File: config.mk
export PLATFORM = sky130hd
export DESIGN_NAME = dmem_lsu
export DESIGN_NICKNAME = d
export VERILOG_FILES = /design/src/rtl/dmem_lsu_pkg.sv /design/src/rtl/lsu_align.sv /design/src/rtl/dmem_lsu.sv
export SDC_FILE = /design/constraint.sdc
export NUM_CORES = 1
export LEC_CHECK = 0
export CAP_MARGIN = 20
export CORE_ASPECT_RATIO = 1.1
export CORE_MARGIN = 2
export CORE_UTILIZATION = 50
export CTS_CLUSTER_DIAMETER = 150
export DETAILED_ROUTE_END_ITERATION = 8
export PLACE_DENSITY = 0.95
export SYNTH_ARGS = -nofsm -noshare
export SYNTH_HDL_FRONTEND = slang
export SYNTH_SLANG_ARGS = --single-unit
File: constraint.sdc
create_clock -name clk -period 5.1 [get_ports clk]
set_input_delay 0.765 -clock clk [delete_from_list [all_inputs] [get_ports clk]]
set_output_delay 0.765 -clock clk [all_outputs]
set_load 0.01 [all_outputs]
File: src/rtl/dmem_lsu_pkg.sv
// dmem_lsu_pkg: shared encodings and helpers for the data-memory load/store unit.
//   - access size encodings (SZ_*)
//   - FSM state constants and the state enum built on them
//   - lsu_misaligned(): legality check for a size / low address pair
package dmem_lsu_pkg;

  localparam logic [1:0] SZ_B   = 2'd0;
  localparam logic [1:0] SZ_H   = 2'd1;
  localparam logic [1:0] SZ_W   = 2'd2;
  localparam logic [1:0] SZ_ILL = 2'd3;

  // Raw state codes kept as constants so legacy code that compares against
  // the numeric encoding still lines up with the enum below.
  localparam logic [1:0] ST_IDLE = 2'd0;
  localparam logic [1:0] ST_REQ  = 2'd1;
  localparam logic [1:0] ST_WAIT = 2'd2;
  localparam logic [1:0] ST_RESP = 2'd3;

  typedef enum logic [1:0] {
    S_IDLE = ST_IDLE,
    S_REQ  = ST_REQ,
    S_WAIT = ST_WAIT,
    S_RESP = ST_RESP
  } state_e;

  // High when the request must not reach the bus: illegal size, or a
  // half/word access that is not naturally aligned.
  function automatic logic lsu_misaligned(input logic [1:0] size,
                                          input logic [1:0] addr_lo);
    logic bad;
    case (size)
      SZ_B:    bad = 1'b0;
      SZ_H:    bad = addr_lo[0];
      SZ_W:    bad = (addr_lo != 2'b00);
      default: bad = 1'b1;
    endcase
    return bad;
  endfunction

endpackage

File: src/rtl/lsu_align.sv
// lsu_align: combinational lane steering for the load/store unit.
//   size_i      access size (SZ_B/SZ_H/SZ_W)
//   addr_lo_i   byte offset within the word
//   wdata_i     store data, low bits significant
//   rdata_i     raw word read from the bus
//   unsigned_i  zero-extend loads when high
//   be_o        byte enables for the word access
//   wdata_o     store data replicated across all lanes
//   rdata_o     load data shifted down and sign/zero-extended
module lsu_align
  import dmem_lsu_pkg::*;
(
  input  logic [1:0]  size_i,
  input  logic [1:0]  addr_lo_i,
  input  logic [31:0] wdata_i,
  input  logic [31:0] rdata_i,
  input  logic        unsigned_i,
  output logic [3:0]  be_o,
  output logic [31:0] wdata_o,
  output logic [31:0] rdata_o
);

  logic [31:0] shifted;

  assign shifted = rdata_i >> {addr_lo_i, 3'b000};

  always_comb begin
    be_o    = 4'b1111;
    wdata_o = wdata_i;
    rdata_o = shifted;
    case (size_i)
      SZ_B: begin
        be_o    = 4'b0001 << addr_lo_i;
        wdata_o = {4{wdata_i[7:0]}};
        rdata_o = {{24{shifted[7] & ~unsigned_i}}, shifted[7:0]};
      end
      SZ_H: begin
        be_o    = 4'b0011 << addr_lo_i;
        wdata_o = {2{wdata_i[15:0]}};
        rdata_o = {{16{shifted[15] & ~unsigned_i}}, shifted[15:0]};
      end
      default: ;
    endcase
  end

endmodule

File: src/rtl/dmem_lsu.sv
// dmem_lsu: load/store unit between EX/MEM and the data memory port.
// Accepts one request in IDLE, drives a word-aligned bus access with byte
// enables, waits out the memory latency and returns a single rsp_valid_o
// pulse with extended load data. stall_o holds the pipeline meanwhile.
//   clk, reset_ni        clock / async active-low reset
//   req_*                request from the MEM stage, req_ready_o = idle
//   rsp_valid_o/_rdata_o/_err_o   one-cycle completion
//   stall_o              stall request to the hazard unit
//   bus_*                data memory port (req/gnt address phase, rvalid data phase)
module dmem_lsu
  import dmem_lsu_pkg::*;
#(
  parameter int unsigned TIMEOUT         = 255,
  parameter bit          RESET_ADDR_ZERO = 1'b1
) (
  input  logic        clk,
  input  logic        reset_ni,
  input  logic        req_valid_i,
  input  logic        req_we_i,
  input  logic [31:0] req_addr_i,
  input  logic [31:0] req_wdata_i,
  input  logic [1:0]  req_size_i,
  input  logic        req_unsigned_i,
  output logic        req_ready_o,
  output logic        rsp_valid_o,
  output logic [31:0] rsp_rdata_o,
  output logic        rsp_err_o,
  output logic        stall_o,
  output logic        bus_req_o,
  output logic        bus_we_o,
  output logic [31:0] bus_addr_o,
  output logic [31:0] bus_wdata_o,
  output logic [3:0]  bus_be_o,
  input  logic        bus_gnt_i,
  input  logic        bus_rvalid_i,
  input  logic [31:0] bus_rdata_i
);

  // Last count value seen in REQ/WAIT before the access is abandoned, so the
  // unit spends at most TIMEOUT cycles in REQ+WAIT.
  localparam logic [7:0] TO_LAST = 8'(TIMEOUT - 1);

  state_e      state_q, state_d;
  logic [7:0]  cnt_q, cnt_d;
  logic [31:0] addr_q, addr_d;
  logic [31:0] wdata_q, wdata_d;
  logic [31:0] raw_q, raw_d;
  logic [1:0]  size_q, size_d;
  logic        we_q, we_d;
  logic        uns_q, uns_d;
  logic        err_q, err_d;

  logic        timeout;
  logic        in_req;
  logic        in_resp;
  logic [3:0]  be;
  logic [31:0] wdata_rep;
  logic [31:0] rdata_ext;

  lsu_align u_align (
    .size_i     (size_q),
    .addr_lo_i  (addr_q[1:0]),
    .wdata_i    (wdata_q),
    .rdata_i    (raw_q),
    .unsigned_i (uns_q),
    .be_o       (be),
    .wdata_o    (wdata_rep),
    .rdata_o    (rdata_ext)
  );

  assign timeout = (cnt_q == TO_LAST);

  always_comb begin
    state_d = state_q;
    cnt_d   = cnt_q;
    addr_d  = addr_q;
    wdata_d = wdata_q;
    raw_d   = raw_q;
    size_d  = size_q;
    we_d    = we_q;
    uns_d   = uns_q;
    err_d   = err_q;
    case (state_q)
      S_IDLE: begin
        cnt_d = '0;
        if (req_valid_i) begin
          addr_d  = req_addr_i;
          wdata_d = req_wdata_i;
          size_d  = req_size_i;
          we_d    = req_we_i;
          uns_d   = req_unsigned_i;
          raw_d   = '0;
          if (lsu_misaligned(req_size_i, req_addr_i[1:0])) begin
            err_d   = 1'b1;
            state_d = S_RESP;
          end else begin
            err_d   = 1'b0;
            state_d = S_REQ;
          end
        end
      end
      // A completion that coincides with the timeout cycle still wins.
      S_REQ: begin
        cnt_d = cnt_q + 8'd1;
        if (bus_gnt_i && bus_rvalid_i) begin
          raw_d   = bus_rdata_i;
          state_d = S_RESP;
        end else if (timeout) begin
          err_d   = 1'b1;
          state_d = S_RESP;
        end else if (bus_gnt_i) begin
          state_d = S_WAIT;
        end
      end
      S_WAIT: begin
        cnt_d = cnt_q + 8'd1;
        if (bus_rvalid_i) begin
          raw_d   = bus_rdata_i;
          state_d = S_RESP;
        end else if (timeout) begin
          err_d   = 1'b1;
          state_d = S_RESP;
        end
      end
      S_RESP: begin
        cnt_d   = '0;
        state_d = S_IDLE;
      end
      default: begin
        cnt_d   = '0;
        state_d = S_IDLE;
      end
    endcase
  end

  always_ff @(posedge clk or negedge reset_ni) begin
    if (!reset_ni) begin
      state_q <= S_IDLE;
      cnt_q   <= '0;
      addr_q  <= '0;
      wdata_q <= '0;
      raw_q   <= '0;
      size_q  <= '0;
      we_q    <= 1'b0;
      uns_q   <= 1'b0;
      err_q   <= 1'b0;
    end else begin
      state_q <= state_d;
      cnt_q   <= cnt_d;
      addr_q  <= addr_d;
      wdata_q <= wdata_d;
      raw_q   <= raw_d;
      size_q  <= size_d;
      we_q    <= we_d;
      uns_q   <= uns_d;
      err_q   <= err_d;
    end
  end

  assign in_req  = (state_q == S_REQ);
  assign in_resp = (state_q == S_RESP);

  assign req_ready_o = (state_q == S_IDLE);
  assign stall_o     = (req_valid_i && state_q == S_IDLE) || in_req || (state_q == S_WAIT);

  assign rsp_valid_o = in_resp;
  assign rsp_err_o   = in_resp && err_q;
  assign rsp_rdata_o = (in_resp && !err_q && !we_q) ? rdata_ext : '0;

  assign bus_req_o   = in_req;
  assign bus_we_o    = in_req && we_q;
  assign bus_be_o    = in_req ? be : '0;
  assign bus_addr_o  = (in_req || !RESET_ADDR_ZERO) ? {addr_q[31:2], 2'b00} : '0;
  assign bus_wdata_o = (in_req || !RESET_ADDR_ZERO) ? wdata_rep : '0;

endmodule

* Yosys cells after proc, flatten, opt, wreduce, memory -nomap -nowiden
Index checks and enable logic that the tools add are counted.
Word-level totals: flip-flop bits (word level) 111, input bits 105, output and inout port bits 106, word-level logic and storage cells 80
Operators by class: add/sub/neg operators 1, equality and inequality tests 14, shift-type cells 3, muxes and demuxes 29, bitwise logic cells 3, reductions and logical operators 21
Operators with widths (count):
- $mux W32 | 6
- $pmux W32 S2 | 2
- $pmux W32 S3 | 1
- $shr A32 B5 Y32 | 1
- $pmux W8 S2 | 1
- $mux W2 | 7
- $add A8 B1 Y8 const B | 1
- $eq A8 B8 Y1 const B | 1
- $ne A2 B2 Y1 const B | 4
- $pmux W2 S4 | 1
- $pmux W4 S2 | 1
- $reduce_and A4 Y1 | 2
- $mux W1 | 7
- $eq A2 B1 Y1 const B | 3
- $eq A2 B2 Y1 const B | 3
- $logic_and A1 B1 Y1 | 6
- $logic_not A2 Y1 | 3
- $pmux W1 S3 | 2
- $mux W4 | 1
- $ne A4 B3 Y1 const B | 1
- $reduce_or A2 Y1 | 2
- $shl A1 B2 Y4 const A | 1
- $shl A2 B2 Y4 const A | 1
- $ne A3 B3 Y1 const B | 1
- other kinds (9) | 12

* Longest topological paths before layout
depth in word-level cells 7, gate-level depth with buffers 7, mapped depth without buffers 6

* Cells and area by module
A second synthesis with hierarchy kept.
Second synthesis, totals: cells, all modules 648, area, all modules 6653.9 µm²
Modules (own cells, without submodules):
- dmem_lsu | instances 1, cells an instance 466, area an instance 5336.4 µm², seq. area each 2777.7 µm²
- lsu_align | instances 1, cells an instance 182, area an instance 1317.5 µm², seq. area each 0.0 µm²

* Least setup slack after synthesis
OpenSTA, ideal clock, no wires.
path kind reg2out, start reg state_q[0], end out rsp_rdata_o[16], arrival 1.909 ns, data required time 4.335 ns, slack 2.426 ns, stages on the path, launching flop included 7, buffers on the path 2, path through dfrtp_1 ha_1 or3b_1 buf_6 or3b_1 buf_6 o21ai_0
On the way: word-level cells in the longest chain between the ends 4
RTL lines:
- from (decl) | RTL line dmem_lsu.sv:43 | state_e state_q, state_d;
- from (signal assigned) | RTL line dmem_lsu.sv:148 | state_q <= state_d;
- $eq A2 B2 Y1 | RTL line dmem_lsu.sv:161 | assign in_resp = (state_q == S_RESP);
- net rsp_valid_o | RTL line dmem_lsu.sv:25 | output logic rsp_valid_o,
- $logic_and A1 B1 Y1 (2 in a row) | RTL line dmem_lsu.sv:168 | assign rsp_rdata_o = (in_resp && !err_q && !we_q) ? rdata_ext : '0;
- $mux W32 | RTL line dmem_lsu.sv:168
- to (decl) | RTL line dmem_lsu.sv:26 | output logic [31:0] rsp_rdata_o,
The timed path passes the listed nets, and every way through them passes these cells.

* Final worst setup path
start reg state_q[1], end out rsp_rdata_o[25]
On the way: word-level cells in the longest chain between the ends 4
RTL lines (RTL line):
- $eq A2 B2 Y1 | dmem_lsu.sv:161
- $logic_and A1 B1 Y1 (2 in a row) | dmem_lsu.sv:168
- $mux W32 | dmem_lsu.sv:168
Every way passes these cells.

==> impl_metrics.csv <==
group,metric,value,unit
clocking,cts_root_buffer,"clkbuf_16",
global_route,grt_pass1_wl,26800,um
synthesis,synth_area_leaders,"dfrtp_1 45%, mux2_2 13%, mux2i_1 11%",
clocking,cts_sinks,111,
routing,vias_per_cell,5.39,
clocking,clkTransAtPathRegs,0.07,ns
floorplanning,ios,211,
synthesis,syn_avg_cell_area,10.3,sq um
synthesis,synth_edf_count,0,
synthesis,netlist_area,6210,sq um
floorplanning,core,12100,sq um
min_path,hp-class,"flip-flop to flip-flop",
layout,diodes,0,
power,p_clk_share,15.5,%
floorplanning,rows,42,
floorplanning,start_util,51.4,%
power,p_comb_share,53.1,%
timing,hold_viol,0,
routing,drc,0,
routing,num_vias,5089,
floorplanning,die_y,121,um
synthesis,postSynth.asyncResetShare,100,%
power,power.leakage,0.00388,uW
place,hpwlAfterDp,12400,um
clocking,cts_max_level,3,
synthesis,yosysWarnings,0,
routing,drtAntennaViolNets,0,
synthesis,syn-instance-count,604,
synthesis,yosysTopAreaCellShare,44.7,%
layout,drive_above_1_share,12.2,%
routing,wl_per_cell,18.1,um
timing,tightest_slew,0.974,ns
layout,fillers,859,
clocking,post_cts_resized,0,
power,pwr-share-seq,31.4,%
routing,drt-total-wl,17100,um
synthesis,synth_cell_types,42,
global_route,antenna_found_initial,0,
setup_path,worstSetupEndpointType,"output pin",
global_route,grt_use_total,26.2,%
timing,drv_slew,0,
routing,first_pass_iters,5,
setup_path,crit_arrival,3.11,ns
synthesis,synth_flop_cell,"dfrtp_1",
power,switching_share,38.1,%
clocking,insertion_delay,0.35,ns
timing,slew_headroom,34.8,%
power,cellInternalPower,3200,uW
layout,layout_common_cells,"207 x clkdlybuf4s50_1, 111 x dfrtp_1, 75 x nand2_1",
clocking,cts_setup_buffers,0,
layout,seq_area,2780,sq um
setup_path,worstPathRequired,4.34,ns
synthesis,seq_area_frac_synth,44.7,%
power,netSwitchingPower,1970,uW
timing,setup_viol,0,
timing,period_minus_slack,3.88,ns
timing,max_freq,0.258,GHz
layout,layout.nets,898,
layout,area_growth,39.8,%
timing,finalClockSkew,0.00358,ns
setup_path,cp-start-kind,"flip-flop",
clocking,cts_buffers,9,
global_route,grt-ovfl-total,0,
floorplanning,die_area,13300,sq um
clocking,clock_path_buffers,2,
timing,setup-tns-final,0,ns
global_route,grt_pass1_vias,5404,
setup_path,crit_fanout,18,
power,p_per_area,596,nW/um^2
setup_path,crit_type,"flip-flop to output pin",
flow_run,max_cap_viol_count,0,
power,peakVddDrop,0.451,mV
layout,final_common_cell,"clkdlybuf4s50_1",
place,gp_congestion,0.896,
clocking,cts_tree,"yes",
layout,multiInputGateArea,3090,sq um
synthesis,yosys.area.top_type,"dfrtp_1",
floorplanning,die_w,110,um
place,place_inst,927,
timing,post-route-period-util,76.0,%
place,io_buffers,208,
layout,final_cells,944,
clocking,postCtsHoldBufs,0,
routing,drtIter0Drc,235,
global_route,grt_max_degree,74,
timing,grt_setup_unrepaired,"false",
synthesis,ys_ff_latch,111,
outcome,status,"finished clean",
[path summary, 6_finish.rpt]
kind                       startpoint         endpoint  slack [ns]  cells after the start
setup / recovery           state_q[1]  rsp_rdata_o[25]        1.22                      6
hold / removal             addr_q[23]       addr_q[23]        0.50                      1
setup reg to reg           state_q[1]        raw_q[26]        2.73                      6
hold reg to reg            addr_q[23]       addr_q[23]        0.50                      1
max in group asynchronous    reset_ni       wdata_q[3]        3.48                      2
min in group asynchronous    reset_ni        raw_q[21]        0.54                      1
[synth_stat cells (5+ instances only)]
master	n
a211oi_1	8
a21boi_0	9
a21o_1	9
a21oi_1	12
and2_1	54
buf_1	8
buf_2	7
clkbuf_1	25
dfrtp_1	111
ha_1	8
inv_1	36
mux2_2	70
mux2i_1	66
nand2_1	77
nand3_1	5
nor2_1	11
nor2b_1	16
o211a_1	7
o21ai_0	22
o2bb2ai_1	7
xnor2_1	5
[cell families after synthesis]
group / Yosys count / synth area share [%]
flops: 111 / 44.7
simple gates: 177 / 14.5
compound gates: 81 / 8.82
buf+inv: 83 / 5.76
mux: 137 / 23.7
xor+xnor: 6 / 0.846
other cells: 1 / 0.0604
fa+ha+maj: 8 / 1.61
[per-layer routing]
metal	routed length [um]	part of all wire (%)	GRT usage, %
met5	0	0	0
met4	625	3.7	11.9
met3	1060	6.2	4.94
met2	8990	53	45.6
met1	6440	38	30.8
[layout make-up]
type	count	area share (%)
multi-input cells	411	35.6
flip-flops and latches	111	32.0
repair buffers	215	24.7
clock buffers	13	2.88
well taps	154	2.22
inverters	37	1.60
clock inverters	3	1.04
[worst max-delay path, stage by stage (launching register included)]
cell and delay, ns:
dfrtp_1 0.43, ha_1 0.20, or3b_1 0.62, or3b_1 0.62, nor2_8 0.21, a21o_1 0.15
clkdlybuf4s50_1 0.53
[power groups by stage]
stage	clock (uW)	combinational (uW)	sequential (uW)
2_1_floorplan	0	1820	1480
4_1_cts	815	2750	1620
6_report	802	2750	1630
3_3_place_gp	0	2620	1590
3_5_place_dp	0	2730	1630
5_1_grt	850	2990	1670
[state kept, by name (all words and copies together), names as in the netlist]
register,count
size_q,2
raw_q,32
cnt_q,8
wdata_q,32
we_q,1
uns_q,1
addr_q,32
state_q,2
err_q,1
[metrics by stage]
step	hold WS [ns]	util, %	total power, uW	area [sq um]	setup WS [ns]
5_1_grt	0.517	71.8	5510	8680	1.05
3_5_place_dp	0.486	68.9	4350	8320	1.60
6_report	0.499	71.8	5180	8680	1.22
4_1_cts	0.501	71.7	5180	8660	1.20
2_1_floorplan	0.469	-	3300	6220	2.43
3_3_place_gp	0.479	68.9	4210	8320	1.69
No activity file was read; power rests on OpenSTA's default activity.
